**src/rtl/pulse_stretcher_if.sv**
```systemverilog
// Event-strobe / stretched-pulse bundle for pulse_stretcher.
// The master drives strobes; the slave (the stretcher) drives the pulse and status.
interface pulse_stretcher_if #(
  parameter int PEND_W = 3
);
  logic              in_pulse;
  logic              out;
  logic              busy;
  logic              done;
  logic [PEND_W-1:0] pending;
  logic              overflow;

  modport master (
    output in_pulse,
    input  out, busy, done, pending, overflow
  );

  modport slave (
    input  in_pulse,
    output out, busy, done, pending, overflow
  );
endinterface

```
**src/rtl/pulse_stretcher.sv**
```systemverilog
// Turns single-cycle strobes into HIGH_LEN-wide pulses separated by GAP_LEN low cycles.
// Define PULSE_RETRIGGER_EN to let strobes during a pulse extend it instead of queueing.
module pulse_stretcher #(
  parameter int HIGH_LEN = 4,
  parameter int GAP_LEN  = 2,
  parameter int CNT_W    = 8,
  parameter int PEND_W   = 3
) (
  input  logic              clk,
  input  logic              rst,
  pulse_stretcher_if.slave  bus
);

  typedef enum logic [1:0] {
    IDLE = 2'd0,
    HIGH = 2'd1,
    GAP  = 2'd2
  } state_t;

  localparam logic [CNT_W-1:0]  HIGH_LOAD = CNT_W'(HIGH_LEN - 1);
  localparam logic [CNT_W-1:0]  GAP_LOAD  = CNT_W'(GAP_LEN - 1);
  localparam logic [PEND_W-1:0] PEND_MAX  = {PEND_W{1'b1}};
  localparam logic [PEND_W-1:0] PEND_ONE  = PEND_W'(1);

  state_t            state_q, state_d;
  logic [CNT_W-1:0]  cnt_q, cnt_d;
  logic [PEND_W-1:0] pend_q, pend_d;
  logic              out_q, out_d;
  logic              busy_q, busy_d;
  logic              done_q, done_d;
  logic              ovf_q, ovf_d;
  logic              queue_evt;

  always_ff @(posedge clk) begin
    if (!rst) begin
      state_q <= IDLE;
      cnt_q   <= '0;
      pend_q  <= '0;
      out_q   <= 1'b0;
      busy_q  <= 1'b0;
      done_q  <= 1'b0;
      ovf_q   <= 1'b0;
    end else begin
      state_q <= state_d;
      cnt_q   <= cnt_d;
      pend_q  <= pend_d;
      out_q   <= out_d;
      busy_q  <= busy_d;
      done_q  <= done_d;
      ovf_q   <= ovf_d;
    end
  end

  always_comb begin
    state_d   = state_q;
    cnt_d     = cnt_q;
    pend_d    = pend_q;
    done_d    = 1'b0;
    ovf_d     = 1'b0;
    queue_evt = 1'b0;

    case (state_q)
      IDLE: begin
        if (bus.in_pulse) begin
          state_d = HIGH;
          cnt_d   = HIGH_LOAD;
        end
      end

      HIGH: begin
`ifdef PULSE_RETRIGGER_EN
        // A strobe mid-pulse restarts the high phase rather than queueing.
        if (bus.in_pulse) begin
          cnt_d = HIGH_LOAD;
        end else if (cnt_q == '0) begin
          state_d = GAP;
          cnt_d   = GAP_LOAD;
          done_d  = 1'b1;
        end else begin
          cnt_d = cnt_q - 1'b1;
        end
`else
        queue_evt = bus.in_pulse;
        if (cnt_q == '0) begin
          state_d = GAP;
          cnt_d   = GAP_LOAD;
          done_d  = 1'b1;
        end else begin
          cnt_d = cnt_q - 1'b1;
        end
`endif
      end

      GAP: begin
        if (cnt_q == '0) begin
          // At the gap exit a live strobe and a dequeue cancel out.
          if ((pend_q != '0) || bus.in_pulse) begin
            state_d = HIGH;
            cnt_d   = HIGH_LOAD;
            if ((pend_q != '0) && !bus.in_pulse) begin
              pend_d = pend_q - PEND_ONE;
            end
          end else begin
            state_d = IDLE;
            cnt_d   = '0;
          end
        end else begin
          cnt_d     = cnt_q - 1'b1;
          queue_evt = bus.in_pulse;
        end
      end

      default: begin
        state_d = IDLE;
        cnt_d   = '0;
      end
    endcase

    if (queue_evt) begin
      if (pend_q == PEND_MAX) begin
        ovf_d = 1'b1;
      end else begin
        pend_d = pend_q + PEND_ONE;
      end
    end

    out_d  = (state_d == HIGH);
    busy_d = (state_d != IDLE);
  end

  assign bus.out      = out_q;
  assign bus.busy     = busy_q;
  assign bus.done     = done_q;
  assign bus.pending  = pend_q;
  assign bus.overflow = ovf_q;

endmodule

```
**src/flat_wrapper.sv**
```systemverilog
// flat-port wrapper written by rule: the top's interface ports become plain ports
module pulse_stretcher_flat 
#(
  parameter int HIGH_LEN = 4,
  parameter int GAP_LEN  = 2,
  parameter int CNT_W    = 8,
  parameter int PEND_W   = 3
)
  (clk, rst, bus_in_pulse, bus_out, bus_busy, bus_done, bus_pending, bus_overflow);
  pulse_stretcher_if #(.PEND_W(PEND_W)) bus_i ();
  input  logic clk;
  input  logic rst;
  input wire logic [$bits(bus_i.in_pulse)-1:0] bus_in_pulse;
  output wire logic [$bits(bus_i.out)-1:0] bus_out;
  output wire logic [$bits(bus_i.busy)-1:0] bus_busy;
  output wire logic [$bits(bus_i.done)-1:0] bus_done;
  output wire logic [$bits(bus_i.pending)-1:0] bus_pending;
  output wire logic [$bits(bus_i.overflow)-1:0] bus_overflow;
  assign bus_i.in_pulse = bus_in_pulse;
  assign bus_out = bus_i.out;
  assign bus_busy = bus_i.busy;
  assign bus_done = bus_i.done;
  assign bus_pending = bus_i.pending;
  assign bus_overflow = bus_i.overflow;
  pulse_stretcher #(.HIGH_LEN(HIGH_LEN), .GAP_LEN(GAP_LEN), .CNT_W(CNT_W), .PEND_W(PEND_W)) u_core (.clk(clk), .rst(rst), .bus(bus_i));
endmodule
```
**config.mk**
```make
export PLATFORM = sky130hd
export DESIGN_NAME = pulse_stretcher_flat
export DESIGN_NICKNAME = d
export VERILOG_FILES = /design/src/rtl/pulse_stretcher_if.sv /design/src/rtl/pulse_stretcher.sv /design/src/flat_wrapper.sv
export SDC_FILE = /design/constraint.sdc
export NUM_CORES = 1
export LEC_CHECK = 0
export CORE_UTILIZATION = 55
export CTS_CLUSTER_DIAMETER = 50
export CTS_CLUSTER_SIZE = 28
export DETAILED_ROUTE_END_ITERATION = 7
export PLACE_DENSITY = 0.77
export SLEW_MARGIN = 20
export SYNTH_ARGS = -nofsm -noshare
export SYNTH_HDL_FRONTEND = slang
export SYNTH_SLANG_ARGS = --single-unit
```
**constraint.sdc**
```tcl
create_clock -name clk -period 2.5 [get_ports clk]
set_clock_uncertainty 0.15 [all_clocks]
set_input_delay 0.375 -clock clk [delete_from_list [all_inputs] [get_ports clk]]
set_output_delay 0.375 -clock clk [all_outputs]
set_load 0.03 [all_outputs]
```
==> results.yml, run 1 <==
yosys:
  yosysTopAreaCellShare_pct: 33.0
  synth_flop_cell: "dfxtp_1"
  netlist_top_cells_area: "dfxtp_1, ha_1, xor2_1, nor2_1, o211ai_1"
  syn_area_um2: 1030
  ys_async_sr_fraction_pct: 0
  synth_cell_types: 38
  yosys_warnings: 0
  synth-seq-cells: 17
  avgSynthCellArea_um2: 9.12
  synth_top_area_cell: "dfxtp_1"
  synth_edf_count: 0
  yosysMostFrequentCell: "dfxtp_1"
  syn_nets: 126
  synth_seq_area_share_pct: 33.0
  synth_commonest_cells: "dfxtp_1, nor2_1, ha_1"
  syn_inst: 113
timing:
  drv_slew: 0
  hold_viol_final: 0
  min_period_ps: 2020
  max_freq_mhz: 495
  setup_tns_ps: 0
  layout_worst_path_cycle_share_pct: 80.7
  slew_headroom_pct: 68.7
  rsz0062_at_grt: "false"
  finalSetupViolations: 0
  worstMarginPinSlew_ps: 467
clocking:
  cts-root-buf: "clkbuf_4"
  cts_inserted_buffers: 3
  cts.sinks: 17
  ctsHoldBuffers: 0
  post_cts_buffers: 0
  clkTransAtPathRegs_ps: 100
  cts_resized: 0
  clk_latency_ps: 290
  clk_path_buf_depth: 2
  htree_num_levels: 1
  cts_tree: "yes"
power_and_ir_drop:
  p_leak_nw: 0.497
  p_per_area_nw_per_um2: 1210
  finalPower_mw: 1.43
  irDropWorstVdd_mv: 0.819
die:
  fp-row-count: 15
  design.core.area_um2: 1750
  die-area_um2: 2050
  die_w_um: 45.3
  io_pins: 10
  start_util_pct: 59.1
  die_h_um: 45.3
grt:
  grt_usage_pct: 22.1
  grt_max_degree: 11
  antenna_found_initial: 0
  grt_first_pass_wirelength_mm: 3.31
  grt-ovfl-total: 0
  grt_pass1_vias: 781
route:
  wl_met3_um: 92
  highest-signal-layer: "met4"
  finalWirelength_mm: 1.99
  via_per_inst: 5.73
  wl_met1_um: 904
  avgRoutedWirePerCell_um: 13.3
  drcViolationCount: 0
  dr_total_vias: 860
  drt_pass1_iterations: 4
  ant_nets: 0
  first_iter_violations: 21
  wl_met2_um: 970
run_status:
  status: "finished, final reports clean"
critical_path:
  cp.required_ps: 2550
  crit_slowest_cell: "dfxtp_1"
  end_kind: "flip-flop"
  worstPathMaxFanout: 6
  crit_path_cell_trace: "inv_1 > ha_1 > o211ai_1 > a311o_1 > a211o_1 > and3_1"
  slowest_delay_ps: 420
  startpoint_type: "flip-flop"
  critPathArrivalTime_ps: 2060
  critical_path_class: "flip-flop to flip-flop"
min_path:
  min_path_type: "flip-flop to flip-flop"
final_layout:
  fin_cells: 150
  antennaDiodeCount: 0
  nFillCells: 144
  drive_above_1_share_pct: 12.0
  area_growth_pct: 14.2
  fin_nets: 139
placed_design:
  numPortBuffers: 9
  place_inst: 146
  dp_hpwl_mm: 1.54
  gp_congestion: 0.810
flow_run:
  maxCapViolations: 0
## cells in the final DEF, fill, tap and decap left out, types with 2 or more instances in the layout
| cell | n |
|---|---|
| o211ai_1 | 5 |
| clkdlybuf4s50_1 | 9 |
| a21oi_1 | 4 |
| nand3_1 | 4 |
| o21a_1 | 2 |
| xor2_1 | 6 |
| nand4_1 | 5 |
| a211oi_1 | 2 |
| nor2b_1 | 2 |
| a31oi_1 | 2 |
| and3_1 | 2 |
| inv_1 | 7 |
| nand2_1 | 5 |
| nor2_1 | 13 |
| o21ai_0 | 2 |
| nand2b_1 | 2 |
| dfxtp_1 | 17 |
| o21ai_1 | 3 |
| clkbuf_4 | 3 |
| ha_1 | 10 |
## critical path, delay by kind of cell, from the launching register on
kind	cells	cell delay (ps)
AO/OA/AOI/OAI	3	790
flip-flops	1	420
adder cells (fa/ha/maj)	1	310
AND/OR/NAND/NOR	1	150
buffers and inverters	1	100
## per-layer routing
metal / up-vias / global-route usage (%)
met1: 402 / 27.1
met3: 4 / 7.20
met4: 0 / 4.24
li1: 433 / -
met5: - / 0
met2: 21 / 37.7
## stage by stage
| step | area [um2] | hold WS (ps) | utilization [%] | worst slack (ps) |
|---|---|---|---|---|
| floorplan | 1030 | 363 | - | 628 |
| global placement | 1150 | 369 | 65.9 | 292 |
| detailed placement | 1150 | 377 | 65.9 | 284 |
| CTS | 1180 | 391 | 67.5 | 490 |
| global route | 1180 | 415 | 67.5 | 341 |
| finish | 1180 | 389 | 67.5 | 482 |
## report_power, final
group          internal, mW  total, mW  switching (mW)
Clock                0.0621      0.148          0.0859
Combinational         0.363      0.841           0.477
Sequential            0.351      0.438          0.0868
Total                 0.777       1.43           0.650
## final timing paths
kind / start / to / slack [ps] / depth (start not counted)
worst max-delay path: u_core.state_q[0] / u_core.bus.pending[1] / 480 / 6
worst min register to register: u_core.bus.pending[2] / u_core.bus.pending[2] / 390 / 2
worst min-delay path: u_core.bus.pending[2] / u_core.bus.pending[2] / 390 / 2
worst max register to register: u_core.state_q[0] / u_core.bus.pending[1] / 480 / 6
## cell families (layout without fill, tap and decap cells)
logic type,Yosys count,in the layout,share of synthesized area [%]
and+or+nand+nor,44,44,27.5
AOI/OAI and AO/OA,27,27,18.8
DFF,17,17,33.0
adders and majority gates,10,10,12.1
buffers and inverters,9,21,3.40
xor gates and xnor gates,6,6,5.10
## state kept, by name (all words and copies together), names as in the netlist
name,cells
u_core.bus.busy,1
u_core.bus.pending,3
u_core.bus.done,1
u_core.state_q,2
u_core.bus.overflow,1
u_core.cnt_q,8
u_core.bus.out,1
## area by class of cell
class	count	area [um2]	share of cell area [%]
timing repair buffer	10	97.6	8.29
tap	25	31.3	2.66
inverter	7	26.3	2.23
clock buffer	4	26.3	2.23
multi-input combinational	87	656	55.7
sequential	17	340	28.9
Note: power is estimated with default switching activity, not from simulation.
==> run 2: changes to the inputs <==
Settings changed: CORE_UTILIZATION 55 to 50, PLACE_DENSITY 0.77 to 0.74.
Clock period 2.5 ns to 1.7 ns, I/O delays scaled along.
==> results.yml, run 2 (synthesized netlist as in run 1, its figures left out) <==
die:
  die_h_um: 47.4
  start_util_pct: 53.1
  die-area_um2: 2250
  fp-row-count: 16
  io_pins: 10
  die_w_um: 47.4
  design.core.area_um2: 1940
final_layout:
  top_register: "u_core.cnt_q"
  multi_input_area_um2: 752
  antennaDiodeCount: 0
  largest_reg_flops: 8
  ff_latch_area_um2: 355
  fin_nets: 174
  final_common_cell: "buf_4"
  final_area_um2: 1570
  final_util_pct: 81.0
  area_growth_pct: 52.5
  fin_cells: 187
  nFillCells: 117
  layout_common_cells: "buf_4, nor2_1, dfxtp_1"
  drive_above_1_share_pct: 45.0
critical_path:
  crit_path_cell_trace: "ha_1 > ha_1 > a311o_1 > a211o_1 > and3_1"
  startpoint_type: "flip-flop"
  crit_path_end: "u_core.bus.pending[1]"
  worstPathMaxFanout: 5
  crit_top_cell: "ha_1"
  reg2regPathDepth: 5
  reg2reg_setup_slack_ps: -210
  cp.required_ps: 1760
  critPathArrivalTime_ps: 1970
  end_kind: "flip-flop"
  startpoint: "u_core.bus.pending[0]"
  critical_path_class: "flip-flop to flip-flop"
  r2r_end: "u_core.bus.pending[1]"
  slowest_delay_ps: 410
  worst-path-buf-inv: 0
  reg2reg_from: "u_core.bus.pending[0]"
  cp.depth: 5
  crit_slowest_cell: "a311o_1"
  cp_top_family: "compound AO/OA/AOI/OAI gates"
timing:
  fin_ws_ps: -207
  worstMarginPinSlew_ps: 354
  finalSetupViolations: 8
  max_freq_mhz: 524
  min_period_ps: 1910
  slew_headroom_pct: 76.2
  setup_tns_ps: -861
  rsz0062_at_grt: "true"
  drv_slew: 0
  hold_viol_final: 0
  hold_slack_ps: 438
  layout_worst_path_cycle_share_pct: 112
power_and_ir_drop:
  irDropWorstVdd_mv: 1.15
  p_per_area_nw_per_um2: 1850
  finalPower_mw: 2.90
  p_leak_nw: 0.775
placed_design:
  gp_congestion: 0.881
  place_area_um2: 1380
  dp_slack_ps: -261
  dp_hpwl_mm: 1.90
  place_inst: 175
  numPortBuffers: 9
min_path:
  min_from: "u_core.bus.pending[2]"
  min_path_type: "flip-flop to flip-flop"
route:
  dr_total_vias: 1107
  first_iter_violations: 36
  avgRoutedWirePerCell_um: 17.5
  finalWirelength_mm: 3.27
  drcViolationCount: 0
  ant_nets: 0
  drt_pass1_iterations: 6
  via_per_inst: 5.92
run_status:
  failed_checks: "negative setup slack"
  status: "finished, violations left"
clocking:
  clk_latency_ps: 310
  clk_path_buf_depth: 2
  htree_num_levels: 1
  clkTransAtPathRegs_ps: 110
  cts_tree: "yes"
  cts_inserted_buffers: 3
  cts-root-buf: "clkbuf_4"
  cts.sinks: 17
grt:
  antenna_found_initial: 0
  grt_first_pass_wirelength_mm: 4.31
  grt_usage_pct: 28.0
  grt_pass1_vias: 980
  grt-ovfl-total: 0
  grt_max_degree: 11
flow_run:
  maxCapViolations: 0
## run 2: cell count changes in the layout (fill, tap and decap cells not counted), sizes merged
cell	previous run	this run
clkinv	0	1
clkdlybuf4s50	9	2
dlymetal6s2s	0	4
clkbuf	4	3
dlygate4sd2	0	3
buf	1	36
## run 2: routing by layer
metal / vias to the layer above / routed length, um / track usage [%]
met3: 24 / 198 / 6.79
li1: 506 / - / -
met2: 69 / 1650 / 47.4
met4: 0 / 170 / 14.9
met1: 508 / 1260 / 32.6
met5: - / 0 / 0
## run 2: what timing repair did
action,4_1_cts,5_1_grt
hold buffers,0,0
endpoints found under the hold margin,0,0
buffers inserted,7,1
gates resized for setup,18,13
setup endpoints to repair,14,17
pin swaps,3,10
## run 2: cell type report
cell class | count | area share (%)
Clock buffer | 3 | 1.43
Clock inverter | 1 | 0.318
Inverter | 7 | 1.67
Multi-Input combinational cell | 87 | 47.8
Sequential cell | 17 | 22.6
Tap cell | 27 | 2.15
Timing Repair Buffer | 45 | 24.0
## run 2: how the worst min path moves through the flow
stage / end / depth (start not counted) / slack [ps]
6_report: u_core.bus.pending[2] / 2 / 440
5_1_grt: u_core.bus.pending[2] / 2 / 470
4_1_cts: u_core.bus.pending[2] / 2 / 400
3_5_place_dp: u_core.bus.pending[2] / 2 / 390
3_3_place_gp: u_core.bus.pending[2] / 2 / 370
2_1_floorplan: u_core.cnt_q[0] / 2 / 380
## run 2: worst reg2reg max path, cell delays in order (launching register included)
cell and delay [ps]:
dfxtp_4 370, ha_1 190, ha_1 210, a311o_1 410, a211o_1 300, and3_1 180
## run 2: power breakdown
| part | internal [mW] | switching, mW |
|---|---|---|
| registers | 0.532 | 0.122 |
| clock network | 0.0879 | 0.150 |
| logic | 0.994 | 1.02 |
==> run 3: changes to the inputs <==
Settings changed: SETUP_SLACK_MARGIN from default to 0.2.
==> results.yml, run 3 (synthesized netlist as in run 1, its figures left out) <==
run_status:
  status: "finished, violations left"
  failed_checks: "negative setup slack"
clocking:
  htree_num_levels: 1
  cts-root-buf: "clkbuf_4"
  cts.sinks: 17
  cts_inserted_buffers: 3
  clk_path_buf_depth: 2
  clk_latency_ps: 300
  cts_tree: "yes"
  clkTransAtPathRegs_ps: 100
route:
  drt_pass1_iterations: 4
  first_iter_violations: 30
  avgRoutedWirePerCell_um: 20.7
  dr_total_vias: 1143
  via_per_inst: 5.95
  finalWirelength_mm: 3.98
  drcViolationCount: 0
  ant_nets: 0
critical_path:
  reg2reg_from: "u_core.cnt_q[0]"
  critPathArrivalTime_ps: 1940
  critical_path_class: "flip-flop to flip-flop"
  worstPathMaxFanout: 4
  startpoint_type: "flip-flop"
  end_kind: "flip-flop"
  startpoint: "u_core.cnt_q[0]"
  cp.required_ps: 1760
final_layout:
  area_growth_pct: 70.3
  fin_nets: 179
  final_util_pct: 90.4
  fin_cells: 192
  antennaDiodeCount: 0
  drive_above_1_share_pct: 57.0
  top_register: "u_core.cnt_q"
  final_area_um2: 1760
  final_common_cell: "buf_4"
  largest_reg_flops: 8
  layout_common_cells: "buf_4, buf_6, dfxtp_1"
min_path:
  min_path_type: "flip-flop to flip-flop"
  min_from: "u_core.bus.pending[2]"
die:
  die_w_um: 47.4
  die_h_um: 47.4
  design.core.area_um2: 1940
  start_util_pct: 53.1
  die-area_um2: 2250
  io_pins: 10
  fp-row-count: 16
grt:
  grt_pass1_vias: 1047
  grt_max_degree: 10
  antenna_found_initial: 0
  grt_first_pass_wirelength_mm: 4.51
  grt_usage_pct: 29.3
  grt-ovfl-total: 0
timing:
  worstMarginPinSlew_ps: 440
  max_freq_mhz: 532
  hold_viol_final: 0
  rsz0062_at_grt: "true"
  drv_slew: 0
  finalSetupViolations: 10
  min_period_ps: 1880
  slew_headroom_pct: 70.4
  setup_tns_ps: -947
  layout_worst_path_cycle_share_pct: 111
  fin_ws_ps: -181
placed_design:
  gp_congestion: 0.815
  dp_slack_ps: -209
  place_inst: 173
  dp_hpwl_mm: 1.92
  numPortBuffers: 9
  place_area_um2: 1400
power_and_ir_drop:
  p_per_area_nw_per_um2: 2100
  irDropWorstVdd_mv: 1.41
  p_leak_nw: 0.753
flow_run:
  maxCapViolations: 0
[run 3: cell count changes in the layout (fill, tap and decap cells not counted), sizes merged]
cell | previous run | this run
clkdlybuf4s15 | 0 | 3
clkinv | 1 | 0
dlymetal6s2s | 4 | 0
clkbuf | 3 | 4
dlygate4sd2 | 3 | 4
buf | 36 | 41
[run 3: critical path: stages, from the launching register on]
cell and delay [ps]:
dfxtp_2 340, inv_2 70, ha_4 140, or3b_4 420, nor2_4 230, o32ai_4 150, nor4bb_4 300
[run 3: report_power, final]
| group | switching [mW] | total [mW] | internal, mW |
|---|---|---|---|
| logic | 1.37 | 2.79 | 1.41 |
| registers | 0.138 | 0.681 | 0.543 |
| clock network | 0.132 | 0.224 | 0.0915 |
[run 3: stage by stage]
stage	total power [mW]	hold slack [ps]
after floorplan	1.74	372
after global placement	2.28	367
after detailed placement	2.33	370
after CTS	2.95	389
after global routing	3.86	458
final	3.69	443
[run 3: final cells by class]
class | count | area (um2)
Fill cell | 78 | 186
Clock buffer | 4 | 26.3
Multi-Input combinational cell | 87 | 860
Timing Repair Buffer | 50 | 440
Sequential cell | 17 | 364
Inverter | 7 | 31.3
Tap cell | 27 | 33.8
[run 3: path summary, 6_finish.rpt]
check,end,slack (ps),cells past startpoint
worst max-delay path,u_core.bus.out,-180,6
worst min-delay path,u_core.bus.pending[2],440,2
worst max register to register,u_core.bus.out,-180,6
worst min register to register,u_core.bus.pending[2],440,2
[run 3: what timing repair did]
item,4_1_cts,5_1_grt
gates resized for setup,39,20
setup endpoints to repair,23,19
hold buffers,0,0
setup buffers,8,7
pin swaps,15,13
[run 3: per-layer routing]
layer | part of all wire [%] | wire [um] | global-route usage, % | vias to the layer above
met2 | 50 | 1990 | 51.5 | 32
met3 | 3.7 | 148 | 5.28 | 17
met4 | 3.8 | 153 | 19.4 | 0
li1 | - | - | - | 513
met1 | 42 | 1690 | 31.9 | 581
met5 | 0 | 0 | 0 | -
